## config.mk

```make
export PLATFORM = sky130hd
export DESIGN_NAME = spi_timing_gen
export DESIGN_NICKNAME = d
export VERILOG_FILES = /design/src/rtl/spi_timing_gen_pkg.sv /design/src/rtl/spi_timing_gen_tick_div.sv /design/src/rtl/spi_timing_gen.sv
export SDC_FILE = /design/constraint.sdc
export NUM_CORES = 1
export LEC_CHECK = 0
export BUFFER_PORTS_ARGS = -buffer_cell sky130_fd_sc_hd__clkbuf_2
export CORE_MARGIN = 1
export CORE_UTILIZATION = 30
export CTS_BUF_LIST = sky130_fd_sc_hd__clkbuf_4
export CTS_CLUSTER_SIZE = 12
export DETAILED_ROUTE_END_ITERATION = 8
export GPL_TIMING_DRIVEN = 0
export PLACE_DENSITY = 0.53
export SLEW_MARGIN = 40
export SYNTH_ARGS = -nofsm -noshare
export SYNTH_HDL_FRONTEND = slang
export SYNTH_SLANG_ARGS = --single-unit
```

## constraint.sdc

```tcl
create_clock -name clk -period 1.51 [get_ports clk]
set_input_delay 0.453 -clock clk [delete_from_list [all_inputs] [get_ports clk]]
set_output_delay 0.453 -clock clk [all_outputs]
set_load 0.05 [all_outputs]
```

## src/rtl/spi_timing_gen_pkg.sv

```systemverilog
// Shared constants and types for the SPI master timing core.
package spi_pkg;

    localparam int CLK_HZ  = 100_000_000;
    localparam int SCLK_HZ = 5_000_000;

    localparam int SCLK_HALF_DEF = CLK_HZ / (2 * SCLK_HZ);
    localparam int DISP_HALF_DEF = 50_000;
    localparam int BYTE_W_DEF    = 2;

    typedef logic [BYTE_W_DEF-1:0] byte_cnt_t;

endpackage

```

## src/rtl/spi_timing_gen_tick_div.sv

```systemverilog
// Half-period divider: square wave plus single-cycle rise/fall strobes that
// mark the first clk cycle of each new level.
module tick_div #(
    parameter int HALF = 10
) (
    input  logic clk,
    input  logic rst,
    output logic wave,
    output logic rise,
    output logic fall
);

    localparam int            CW   = (HALF > 1) ? $clog2(HALF) : 1;
    localparam logic [CW-1:0] LAST = CW'(HALF - 1);

    logic [CW-1:0] cnt;

    // NOTE: registers use non-blocking assignments so every one samples pre-edge values.
    always_ff @(posedge clk or posedge rst) begin
        if (rst) begin
            cnt  <= '0;
            wave <= 1'b0;
            rise <= 1'b0;
            fall <= 1'b0;
        end else if (cnt == LAST) begin
            cnt  <= '0;
            wave <= ~wave;
            rise <= ~wave;
            fall <= wave;
        end else begin
            cnt  <= cnt + CW'(1);
            rise <= 1'b0;
            fall <= 1'b0;
        end
    end

endmodule

```

## src/rtl/spi_timing_gen.sv

```systemverilog
// SPI master timing core: SCLK divider, bit/byte transfer counter and
// display refresh divider, all in the system clock domain.
module spi_timing_gen
    import spi_pkg::*;
#(
    parameter int SCLK_HALF = SCLK_HALF_DEF,
    parameter int DISP_HALF = DISP_HALF_DEF,
    parameter int BYTE_W    = BYTE_W_DEF
) (
    input  logic              clk,
    input  logic              rst,
    input  logic              cnt_clr,
    input  logic              cnt_en,
    output logic              sclk,
    output logic              sclk_rise,
    output logic              sclk_fall,
    output logic [2:0]        bit_cnt,
    output logic [BYTE_W-1:0] byte_cnt,
    output logic              byte_done,
    output logic              display_clk,
    output logic              disp_tick
);

    // The display multiplexer only needs the rising strobe.
    logic disp_fall_unused;

    tick_div #(.HALF(SCLK_HALF)) u_sclk_div (
        .clk  (clk),
        .rst  (rst),
        .wave (sclk),
        .rise (sclk_rise),
        .fall (sclk_fall)
    );

    tick_div #(.HALF(DISP_HALF)) u_disp_div (
        .clk  (clk),
        .rst  (rst),
        .wave (display_clk),
        .rise (disp_tick),
        .fall (disp_fall_unused)
    );

    // Clear wins over counting; bit_cnt rolls 7 -> 0 by its own width.
    always_ff @(posedge clk or posedge rst) begin
        if (rst) begin
            bit_cnt   <= '0;
            byte_cnt  <= '0;
            byte_done <= 1'b0;
        end else begin
            byte_done <= 1'b0;
            if (cnt_clr) begin
                bit_cnt  <= '0;
                byte_cnt <= '0;
            end else if (cnt_en && sclk_rise) begin
                bit_cnt <= bit_cnt + 3'd1;
                if (bit_cnt == 3'd7) begin
                    byte_cnt  <= byte_cnt + BYTE_W'(1);
                    byte_done <= 1'b1;
                end
            end
        end
    end

endmodule

```

# Word level (Yosys, flattened, before mapping)
# Index checks and enable logic that the tools add are counted.
# word_totals
reg_bits	31
out_inout_bits	11
# classes
add_sub_neg	4
n_eq_ne	3
mux	13
bitwise	2
n_reduce_logical	4
# ops
operator	n
$add 16x1->16 const B	1
$eq 16x16->1 const B	1
$mux 16	1
$mux 1	6
$mux 2	3
$mux 3	2
$add 4x1->4 const B	1
$eq 4x4->1 const B	1
$mux 4	1
$reduce_bool 2->1	2
$add 3x1->3 const B	1
$eq 3x3->1 const B	1
$add 2x1->2 const B	1
$not 1->1	2
$reduce_and 2->1	1
$logic_and 1x1->1	1

# Depth between registers and ports, before layout
# logic_depth
depth_word	4
depth_mapped	6

# Cells and area by module
# Synthesis repeated with hierarchy kept, for this count alone.
# hier_totals
cells_unflattened	128
hier_area_um2	1485.2
# modules_own_cells
module	n_inst	cells_each	area_each_um2	seq_area_each_um2
tick_div (u_disp_div)	1	76	878.3	475.5
spi_timing_gen	1	29	330.3	150.1
tick_div (u_sclk_div)	1	23	276.5	175.2

# Worst setup path before layout
# No wires, ideal clock.
# synth_timing
kind	reg2reg
from	reg u_disp_div.cnt[0]
to	reg u_disp_div.cnt[9]
setup_ns	0.080
t_arrival_ns	1.390
required_time_ns	1.430
setup_slack_ns	0.040
path_stages_with_launch	7
n_path_buf	1
synth_period_minus_slack_ns	1.470
path_cell_list	dfrtp_1 -> ha_1 -> and3_1 -> and4_4 -> buf_6 -> a211o_1 -> o211ai_2
# synth_between
elab_chain_cells	2
# synth_lines
element	line	text
start: declaration	spi_timing_gen_tick_div.sv:16	logic [CW-1:0] cnt;
start signal: assignment	spi_timing_gen_tick_div.sv:31	cnt <= cnt + CW'(1);
$add 16x1->16 / $eq 16x16->1 (equally long branches)	spi_timing_gen_tick_div.sv:31, spi_timing_gen_tick_div.sv:25	
$mux 16 (*)	spi_timing_gen_tick_div.sv:25	end else if (cnt == LAST) begin
# Mark *: on every way between the ends. The rest lies on a longest branch, timed or not.
# A chain may end at the register's enable or synchronous reset.

# Final worst setup path
# layout_timing
from	reg u_disp_div.cnt[10]
to	reg u_disp_div.cnt[9]
# layout_between
elab_chain_cells	2
# layout_lines
element	line
$eq 16x16->1	spi_timing_gen_tick_div.sv:25
$mux 16	spi_timing_gen_tick_div.sv:25
# Every way passes these cells.

==> results.py <==
metrics = {
    "floorplan": {
        "row_count": 24,
        "dieArea_um2": 4930,
        "die_h_um": 70.2,
        "ioPinCount": 15,
        "die_w_um": 70.2,
        "start_util_pct": 31.6,
        "core_um2": 4410,
    },
    "yosys": {
        "synth.top_cell.area_share_pct": 55.6,
        "synth_fp_nets": 131,
        "ys_seq_area_share_pct": 55.6,
        "synthesis.area_um2": 1400,
        "syn_area_per_cell_um2": 11.3,
        "synth_top_cell_by_area": "dfrtp_1",
        "ys_warn_count": 0,
        "ys_types": 26,
        "synth.area.top_cells": "dfrtp_1 56%, xnor2_1 7.5%, nor2_1 4.6%",
        "postSynthCellCount": 124,
        "synth_seq_cells": 31,
    },
    "sta": {
        "rsz0062_at_grt": "true",
        "period_share_pct": 97.4,
        "finalSetupViolations": 0,
        "finClkSkew_ns": 0.00640,
        "finalCriticalPeriod_ns": 1.47,
        "slew_headroom_pct": 57.0,
        "tightest_slew_ns": 0.645,
        "timing.hold.ws_ns": 0.189,
        "timing.final.max_slew_violations": 0,
        "hold_violations": 0,
        "max_freq_mhz": 680,
    },
    "cts": {
        "cts_sinks": 31,
        "htree_levels": 2,
        "cts_hold_buffers": 0,
        "numCtsBuffers": 5,
        "cts.clk_slew.worst_paths_ns": 0.08,
        "cts-root-buf": "clkbuf_4",
        "cts_tree": "done",
        "clock_latency_ns": 0.33,
        "clock_path_buffers": 2,
    },
    "power_and_ir_drop": {
        "switchingPower_mw": 0.269,
        "p_leak_nw": 0.769,
        "pwr-share-clk_pct": 33.6,
        "power.density_nw_per_um2": 784,
        "power_frac_seq_pct": 64.6,
        "ir_drop_mv": 0.391,
        "sw_frac_of_total_pct": 20.9,
        "power_frac_comb_pct": 1.8,
        "p_int_mw": 1.02,
    },
    "finish": {
        "syn_to_final_growth_pct": 17.3,
        "final_cell_mix": "28 x dfrtp_1, 16 x nor2_1, 12 x xnor2_1, 9 x nand2_1, 9 x clkbuf_2",
        "layout_commonest_cell": "dfrtp_1",
        "register_area_um2": 779,
        "n_fill_cell": 417,
        "antenna_cells": 0,
        "final_util_pct": 37.1,
        "drive_above_1_share_pct": 27.6,
        "final_net_count": 153,
        "multiInputGateArea_um2": 621,
    },
    "detailed_routing": {
        "wl_per_cell_um": 13.1,
        "final_antenna_net_count": 0,
        "firstDrtPassIters": 4,
        "dr_total_vias": 970,
        "drt_wl_total_um": 2580,
        "viasPerCell": 4.92,
        "drtIter0Drc": 29,
        "drc": 0,
    },
    "worst_setup_path": {
        "critPathMaxStageDelay_ns": 0.48,
        "required_ns": 1.72,
        "critical_path.max_fanout": 8,
        "crit_buf_inv": 1,
        "crit_path_end_kind": "flip-flop",
        "criticalPathCategory": "reg2reg",
        "cp_top_family": "simple AND/OR/NAND/NOR gates",
        "slowest_stage": "dfrtp_1",
        "cp-start-kind": "flip-flop",
        "cp.arrival_ns": 1.68,
        "cp_cell_sequence": "nor4b_4, and4_4, buf_6, a211o_1, o211ai_2",
    },
    "placement": {
        "place_congestion": 0.760,
        "io_buffers": 14,
        "dp.final_hpwl_um": 1730,
    },
    "grt": {
        "grt_overflow": 0,
        "grt_pass1_vias": 923,
        "grt_first_pass_wirelength_um": 4130,
        "antenna_found_initial": 0,
        "grt_util_all_layers_pct": 11.2,
        "grt_max_degree": 32,
    },
    "status": {
        "outcome": "finished, final reports clean",
    },
    "worst_hold_path": {
        "hold_path_class": "in2async",
    },
    "run": {
        "drv_cap": 0,
    },
}
-- per-layer routing --
layer  GRT usage [%]  routed length (um)  vias to the layer above
li1                -                   -                      465
met1            12.9                1160                      476
met2            17.2                1220                       20
met3            3.90                 135                        9
met4            8.00                  63                        0
met5               0                   0                        -
-- final timing paths --
path,startpoint,depth (start not counted),endpoint,slack (ns)
worst min-delay path,rst,2,u_disp_div.cnt[10]$_DFF_PP0_,0.19
worst max register to register,u_disp_div.cnt[10]$_DFF_PP0_,5,u_disp_div.cnt[9]$_DFF_PP0_,0.04
max in group asynchronous,rst,2,u_disp_div.cnt[7]$_DFF_PP0_,0.87
worst max-delay path,u_disp_div.cnt[10]$_DFF_PP0_,5,u_disp_div.cnt[9]$_DFF_PP0_,0.04
min in group clk,cnt_clr,2,byte_cnt[0]$_DFFE_PP0P_,0.37
worst min register to register,u_disp_div.wave$_DFFE_PP0N_,1,u_disp_div.rise$_DFF_PP0_,0.47
-- per-stage QoR --
step	setup slack [ns]	total power [mW]	instance area, um^2	instances	setup TNS, ns
after floorplan	0.0396	0.858	1400	124	0
after global placement	-0.0549	0.869	1530	190	-0.0549
after detailed placement	-0.0695	0.870	1530	190	-0.0695
after CTS	0.00442	1.31	1610	197	0
after global routing	-0.0364	1.35	1640	197	-0.0364
final	0.0389	1.28	1640	197	0
-- cell usage after synthesis --
cell type	n
dfrtp_1	31
and4_4	1
nor3_2	1
inv_1	6
nand2_1	9
buf_6	2
and2_1	2
ha_1	3
o21ai_0	2
xnor2_1	12
and4bb_4	1
nor3_1	1
nand3_1	7
nor4_1	1
nor2b_1	1
xor2_1	7
nor2_1	17
a211o_1	1
nor4_2	2
mux2_2	1
nor4bb_1	1
a21oi_1	2
o211ai_2	1
nor4b_2	1
nand4_1	8
and3_1	3
-- final cells by class --
type,count,share of cell area (%)
clock buffer,6,2.75
timing repair buffer,15,5.04
sequential,31,47.6
tap,52,3.97
inverter,6,1.38
multi-input combinational,85,37.9
buffer,2,1.38
-- what timing repair did --
item                                    in CTS  in global routing
buffers inserted                             1                  0
pin swaps                                    0                  1
gates resized for setup                      4                 14
endpoints found under the setup margin       2                  8
-- kinds of logic (layout without fill, tap and decap cells) --
kind of cell,count (synthesis),after routing,share of synthesized area (%)
compound gates,6,6,2.96
xor+xnor,19,19,11.9
fa+ha+maj,3,3,2.69
buf+inv,8,29,3.23
flops,31,31,55.6
mux,1,1,0.806
simple gates,56,56,22.8
-- power groups by stage --
| stage | registers, mW | logic [mW] | clock network [mW] |
|---|---|---|---|
| 3_3_place_gp | 0.846 | 0.0231 | 0 |
| 6_report | 0.829 | 0.0231 | 0.432 |
| 2_1_floorplan | 0.846 | 0.0124 | 0 |
| 3_5_place_dp | 0.846 | 0.0246 | 0 |
| 4_1_cts | 0.829 | 0.0245 | 0.458 |
| 5_1_grt | 0.829 | 0.0276 | 0.488 |
-- state kept, by name, indices dropped and copies added, names as in the netlist --
name / cells
u_disp_div.cnt: 16
u_sclk_div.wave: 1
u_disp_div.wave: 1
bit_cnt: 3
u_sclk_div.rise: 1
byte_cnt: 2
byte_done: 1
u_sclk_div.fall: 1
u_sclk_div.cnt: 4
u_disp_div.rise: 1
Note: power is estimated with default switching activity, not from simulation.
